<file path="config.mk">
export PLATFORM = sky130hd
export DESIGN_NAME = uart_tx_arbiter
export DESIGN_NICKNAME = d
export VERILOG_FILES = /design/src/rtl/uart_pkg.sv /design/src/rtl/uart_rr_pick.sv /design/src/rtl/uart_tx_arbiter.sv
export SDC_FILE = /design/constraint.sdc
export NUM_CORES = 1
export LEC_CHECK = 0
export CORE_ASPECT_RATIO = 0.8
export CORE_MARGIN = 8
export CORE_UTILIZATION = 29
export DETAILED_ROUTE_END_ITERATION = 16
export GPL_ROUTABILITY_DRIVEN = 0
export HOLD_SLACK_MARGIN = 0.12
export PLACE_DENSITY_LB_ADDON = 0.1
export SLEW_MARGIN = 20
export SYNTH_ARGS = -nofsm -noshare
export SYNTH_HDL_FRONTEND = slang
export SYNTH_SLANG_ARGS = --single-unit
</file>
<file path="constraint.sdc">
create_clock -name clk -period 5.5 [get_ports clk]
set_input_delay 1.1 -clock clk [delete_from_list [all_inputs] [get_ports clk]]
set_output_delay 1.1 -clock clk [all_outputs]
set_load 0.02 [all_outputs]
</file>
<file path="src/rtl/uart_pkg.sv">
// Shared definitions for the UART transmit arbiter.
//   state_t     : arbiter FSM states (IDLE, WAIT, GAP)
//   UART_DATA_W : width of one UART payload byte
package uart_pkg;

   localparam int UART_DATA_W = 8;

   // IDLE : sample requests, pick a winner
   // WAIT : frame in flight, waiting for the transmitter's done pulse
   // GAP  : one-cycle turnaround with the grant already released
   typedef enum logic [1:0] {
      IDLE = 2'd0,
      WAIT = 2'd1,
      GAP  = 2'd2
   } state_t;

endpackage

</file>
<file path="src/rtl/uart_rr_pick.sv">
// Combinational round-robin picker.
//   valid      : per-requester request vector
//   ptr        : index of the highest-priority requester
//   winner     : one-hot winner (all zero when nothing is valid)
//   winner_idx : binary index of the winner
// The valid vector is rotated so that ptr lands at bit 0, the lowest set bit
// is found, and the offset is added back to ptr modulo N_REQ.
module uart_rr_pick #(
   parameter int N_REQ = 4,
   parameter int PW    = $clog2(N_REQ)
) (
   input  logic [N_REQ-1:0] valid,
   input  logic [PW-1:0]    ptr,
   output logic [N_REQ-1:0] winner,
   output logic [PW-1:0]    winner_idx
);

   localparam logic [PW:0] N_L = (PW+1)'(N_REQ);

   logic [2*N_REQ-1:0] dbl;
   logic [N_REQ-1:0]   rot;
   logic [PW-1:0]      offs;
   logic [PW:0]        sum;

   always_comb begin
      dbl  = {valid, valid};
      rot  = N_REQ'(dbl >> ptr);
      offs = '0;
      // Descending scan so the lowest set bit (closest to ptr) wins.
      for (int i = N_REQ - 1; i >= 0; i--) begin
         if (rot[i]) offs = PW'(i);
      end
      sum = {1'b0, ptr} + {1'b0, offs};
      if (sum >= N_L) sum = sum - N_L;
      winner_idx = sum[PW-1:0];
      winner     = '0;
      if (|valid) winner[winner_idx] = 1'b1;
   end

endmodule

</file>
<file path="src/rtl/uart_tx_arbiter.sv">
// Round-robin scheduler sharing one UART transmitter between N_REQ producers.
//   clk, reset     : clock, synchronous active-high reset
//   i_req_valid    : per-requester byte valid, held until its ready pulse
//   i_req_data     : requester k byte at [8k+7:8k]
//   o_req_ready    : one-cycle one-hot accept pulse
//   o_grant        : one-hot owner of the current frame
//   o_tx_start     : one-cycle start pulse to the UART TX
//   o_tx_data      : byte to the UART TX, held until the next accept
//   i_tx_done      : one-cycle pulse from the UART TX at end of stop bit
//   o_busy         : high from the accept cycle through GAP
//   o_timeout_err  : sticky frame-timeout flag, cleared by i_err_clr
//   o_err_src      : requester index of the most recent timed-out frame
// Handshake: a requester holds valid and data stable; the arbiter samples
// them only in IDLE and answers with a single-cycle ready on the accept edge.
module uart_tx_arbiter
   import uart_pkg::*;
#(
   parameter int N_REQ   = 4,
   parameter int TIMEOUT = 200000
) (
   input  logic                         clk,
   input  logic                         reset,
   input  logic [N_REQ-1:0]             i_req_valid,
   input  logic [UART_DATA_W*N_REQ-1:0] i_req_data,
   output logic [N_REQ-1:0]             o_req_ready,
   output logic [N_REQ-1:0]             o_grant,
   output logic                         o_tx_start,
   output logic [UART_DATA_W-1:0]       o_tx_data,
   input  logic                         i_tx_done,
   output logic                         o_busy,
   output logic                         o_timeout_err,
   output logic [$clog2(N_REQ)-1:0]     o_err_src,
   input  logic                         i_err_clr
);

   localparam int PW = $clog2(N_REQ);
   localparam int CW = $clog2(TIMEOUT);
   localparam logic [CW-1:0] CNT_LAST = CW'(TIMEOUT - 1);
   localparam logic [PW-1:0] IDX_LAST = PW'(N_REQ - 1);

   state_t                 state, state_next;
   logic [PW-1:0]          ptr, cur_idx, pick_idx;
   logic [N_REQ-1:0]       pick_oh;
   logic [CW-1:0]          cnt;
   logic [UART_DATA_W-1:0] pick_data;
   logic                   accept, done_seen, to_fire;

   uart_rr_pick #(.N_REQ(N_REQ), .PW(PW)) u_pick (
      .valid      (i_req_valid),
      .ptr        (ptr),
      .winner     (pick_oh),
      .winner_idx (pick_idx)
   );

   always_comb begin
      pick_data = '0;
      for (int i = 0; i < N_REQ; i++) begin
         if (pick_oh[i]) pick_data = i_req_data[i*UART_DATA_W +: UART_DATA_W];
      end
   end

   // The start register marks the first WAIT cycle; done is ignored there.
   assign accept    = (state == IDLE) && (|i_req_valid);
   assign done_seen = (state == WAIT) && !o_tx_start && i_tx_done;
   assign to_fire   = (state == WAIT) && !done_seen && (cnt == CNT_LAST);

   // State register
   always_ff @(posedge clk) begin
      if (reset) state <= IDLE;
      else       state <= state_next;
   end

   // Next-state logic
   always_comb begin
      state_next = state;
      case (state)
         IDLE:    if (accept) state_next = WAIT;
         WAIT:    if (done_seen || to_fire) state_next = GAP;
         GAP:     state_next = IDLE;
         default: state_next = IDLE;
      endcase
   end

   // State-decoded outputs
   always_comb begin
      o_busy = (state != IDLE);
   end

   // Accept datapath, grant, pointer and frame counter
   always_ff @(posedge clk) begin
      if (reset) begin
         o_req_ready <= '0;
         o_tx_start  <= 1'b0;
         o_grant     <= '0;
         o_tx_data   <= '0;
         ptr         <= '0;
         cur_idx     <= '0;
         cnt         <= '0;
      end else begin
         o_req_ready <= '0;
         o_tx_start  <= 1'b0;
         if (accept) begin
            o_req_ready <= pick_oh;
            o_tx_start  <= 1'b1;
            o_grant     <= pick_oh;
            o_tx_data   <= pick_data;
            cur_idx     <= pick_idx;
            ptr         <= (pick_idx == IDX_LAST) ? '0 : pick_idx + 1'b1;
            cnt         <= '0;
         end else if (state == WAIT) begin
            // The frame leaves WAIT at CNT_LAST, so the counter never wraps.
            cnt <= cnt + 1'b1;
            if (done_seen || to_fire) o_grant <= '0;
         end
      end
   end

   // Sticky error: a timeout wins over a simultaneous clear.
   always_ff @(posedge clk) begin
      if (reset) begin
         o_timeout_err <= 1'b0;
         o_err_src     <= '0;
      end else if (to_fire) begin
         o_timeout_err <= 1'b1;
         o_err_src     <= cur_idx;
      end else if (i_err_clr) begin
         o_timeout_err <= 1'b0;
      end
   end

endmodule

</file>
==> impl_metrics.toml <==
[setup_path]
regToRegEndpoint = "o_tx_data[7]$_SDFFE_PP0P_"
cp_max_fo = 11
cp-endpoint = "o_tx_data[7]$_SDFFE_PP0P_"
crit_path_end_kind = "register"
r2r_start = "ptr[0]$_SDFFE_PP0P_"
crit_start = "i_req_valid[0]"
crit_path_start_kind = "input pin"
required_ns = 5.72
critPathKind = "in -> reg"
cp.arrival_ns = 4.36
r2r_slack_ns = 2.22
reg2reg_depth = 13

[routing]
drt-wirelength-per-cell_um = 14.0
wirelength_mm = 5.83
dr.pass1.iters = 4
drc_errors = 0
num_vias = 1904
drt_iter0_drc = 88
avgViaCountPerCell = 4.59
ant_nets = 0

[global_routing]
grt_pass1_vias = 1983
track_usage_pct = 11.3
antenna_found_initial = 0
grt_start_max_net_pins = 28
grt_pass1_wl_mm = 9.73
gr-total-overflow = 0

[clocking]
root_buffer = "clkbuf_8"
h-tree-depth = 2
clkSinkCount = 44
hold_buffers = 0
ctsResizeCount = 0
cts_made_buffers = 5
cts_tree = "yes"
clk_pin_slew_ns = 0.08
insertion_delay_ns = 0.30
post-cts-setup-buffers = 0
clock_path_buffers = 2

[logic_synthesis]
avgSynthCellArea_um2 = 8.80
syn_area_mm2 = 0.00224
synth_cell_types = 52
yosysWarningCount = 0
ys_ff_latch = 44
yosys_most_used_dff = "dfxtp_1"
seq_area_frac_synth_pct = 39.2
synth_compound_area_share_pct = 15.3
synth-edff-count = 0
synth-simple-area-share_pct = 29.2
async_flop_share_pct = 0
synth-xor-area-share_pct = 7.80
syn_inst = 255
synth_top_family_by_area = "simple AND/OR/NAND/NOR gates"
synthAdderAreaFrac_pct = 3.34
synth_nets = 301
muxShareOfSynthArea_pct = 1.34

[power_and_ir_drop]
ir_drop_mv = 0.187
p_per_area_mw_per_mm2 = 397
power_mw = 1.20
p_sw_mw = 0.470
p_seq_share_pct = 33.6
internal_power_mw = 0.726
power_switching_share_pct = 39.3
clkPwrFrac_pct = 17.8
combinationalPowerShare_pct = 48.6
p_leak_nw = 1.08

[placed_design]
portBuffers = 60
hpwlAfterDp_mm = 4.43
post-place-cells = 407

[die]
dieArea_mm2 = 0.0108
core_mm2 = 0.00746
initial_utilization_pct = 30.1
die_w_um = 114
row_count = 28
die_h_um = 94.7
ios = 61

[timing]
finalCritPeriodShare_pct = 75.3
hold_violations = 0
timing.final.crit_period_ns = 4.14
worst_pin_slew_ns = 0.914
fmax_mhz = 241
fin_skew_ns = 0.0121
setup_violations = 0
slew_viol_final = 0
relSlewSlack_pct = 38.9
rsz0062_at_grt = "no"
setup_tns_ns = 0

[layout]
area_growth_pct = 34.2
nNetsFinal = 355
layout_commonest_cell = "clkdlybuf4s50_1"
drive_above_1_share_pct = 8.71
layout_common_cells = "clkdlybuf4s50_1, dfxtp_1, nor2_1"
fin_cells = 415
diodes = 0

[hold_path]
min_path_type = "reg -> reg"
min_path_cells = 2

[outcome]
status = "complete, no violations"

[run]
maxCapViolCount = 0
==> sequential cells by signal, indices dropped and copies added (netlist names) <==
| name | count |
|---|---|
| state | 2 |
| o_timeout_err | 1 |
| o_err_src | 2 |
| o_grant | 4 |
| o_req_ready | 4 |
| ptr | 2 |
| cur_idx | 2 |
| o_tx_start | 1 |
| cnt | 18 |
| o_tx_data | 8 |
==> per-layer routing <==
layer / vias up / GRT usage (%) / routed length [µm]
li1: 1007 / - / -
met1: 836 / 15.3 / 3090
met2: 53 / 15.1 / 2140
met3: 8 / 5.48 / 531
met4: 0 / 3.65 / 65
met5: - / 0 / 0
==> synth_stat cells (all sizes together), types with 2 or more instances <==
cell	n	share of area, %
nor2b	2	0.56
xor2	7	2.7
a22oi	8	2.7
inv	4	0.67
dfxtp	44	39
nor4	5	3.3
o22ai	8	2.2
and2	3	0.84
nor3	7	1.6
nor2	45	8.1
ha	6	3.3
nand4	4	1.8
nand2b	3	0.84
nand3	9	2.8
buf	9	2.1
and4	2	0.95
a21oi	20	4.6
a211oi	9	3.0
nand2	15	2.6
nor4b	4	1.8
and4b	2	1.1
and3b	2	0.84
a21o	2	0.67
clkbuf	5	0.84
mux2i	3	1.3
xnor2	13	5.1
or2	2	0.56
and3	2	0.56
==> worst min-delay path by stage <==
| stage | to | startpoint | slack (ns) |
|---|---|---|---|
| 3_3_place_gp | cur_idx[0]$_SDFFE_PP0P_ | cur_idx[0]$_SDFFE_PP0P_ | 0.45 |
| 6_report | cur_idx[0]$_SDFFE_PP0P_ | cur_idx[0]$_SDFFE_PP0P_ | 0.46 |
| 2_1_floorplan | cur_idx[0]$_SDFFE_PP0P_ | cur_idx[0]$_SDFFE_PP0P_ | 0.44 |
| 4_1_cts | cur_idx[0]$_SDFFE_PP0P_ | cur_idx[0]$_SDFFE_PP0P_ | 0.47 |
| 5_1_grt | cur_idx[0]$_SDFFE_PP0P_ | cur_idx[0]$_SDFFE_PP0P_ | 0.49 |
| 3_5_place_dp | cur_idx[0]$_SDFFE_PP0P_ | cur_idx[0]$_SDFFE_PP0P_ | 0.45 |
==> logic make-up after synthesis <==
group	Yosys count
buf+inv	19
compound gates	53
xor+xnor	20
mux	3
flops	44
fa+ha+maj	6
simple gates	110
==> power groups by stage <==
stage          Sequential (mW)  Combinational [mW]  Clock (mW)
2_1_floorplan            0.435               0.374           0
3_3_place_gp             0.411               0.582           0
3_5_place_dp             0.409               0.582           0
4_1_cts                  0.403               0.586       0.223
5_1_grt                  0.410               0.650       0.235
6_report                 0.402               0.581       0.213
==> per-stage QoR <==
step | area (µm²) | utilization [%] | setup WS, ns | hold slack, ns
floorplan | 2240 | - | 2.07 | 0.436
global placement | 2920 | 39.1 | 1.18 | 0.449
detailed placement | 2920 | 39.1 | 1.08 | 0.453
CTS | 3010 | 40.4 | 1.39 | 0.465
global route | 3010 | 40.4 | 0.986 | 0.487
finish | 3010 | 40.4 | 1.36 | 0.460
==> critical path, cell delays in order <==
cell and delay (ns):
clkdlybuf4s50_1 0.60, nor2_1 0.09, a211oi_1 0.26, a31oi_1 0.06, a211o_1 0.24, ha_1 0.21, xor2_1 0.22, xnor2_1 0.14
ha_1 0.34, nor2b_1 0.48, a22oi_1 0.13, a211oi_1 0.33, a21oi_1 0.07, nor2_1 0.08
==> layout make-up <==
type / instances / area (µm²)
fill: 753 / 4450
clock buffer: 7 / 86.3
clock inverter: 1 / 7.51
multi-input combinational: 192 / 1280
inverter: 5 / 18.8
tap: 105 / 131
sequential: 44 / 881
timing repair buffer: 61 / 608
No activity file was read; power rests on OpenSTA's default activity.
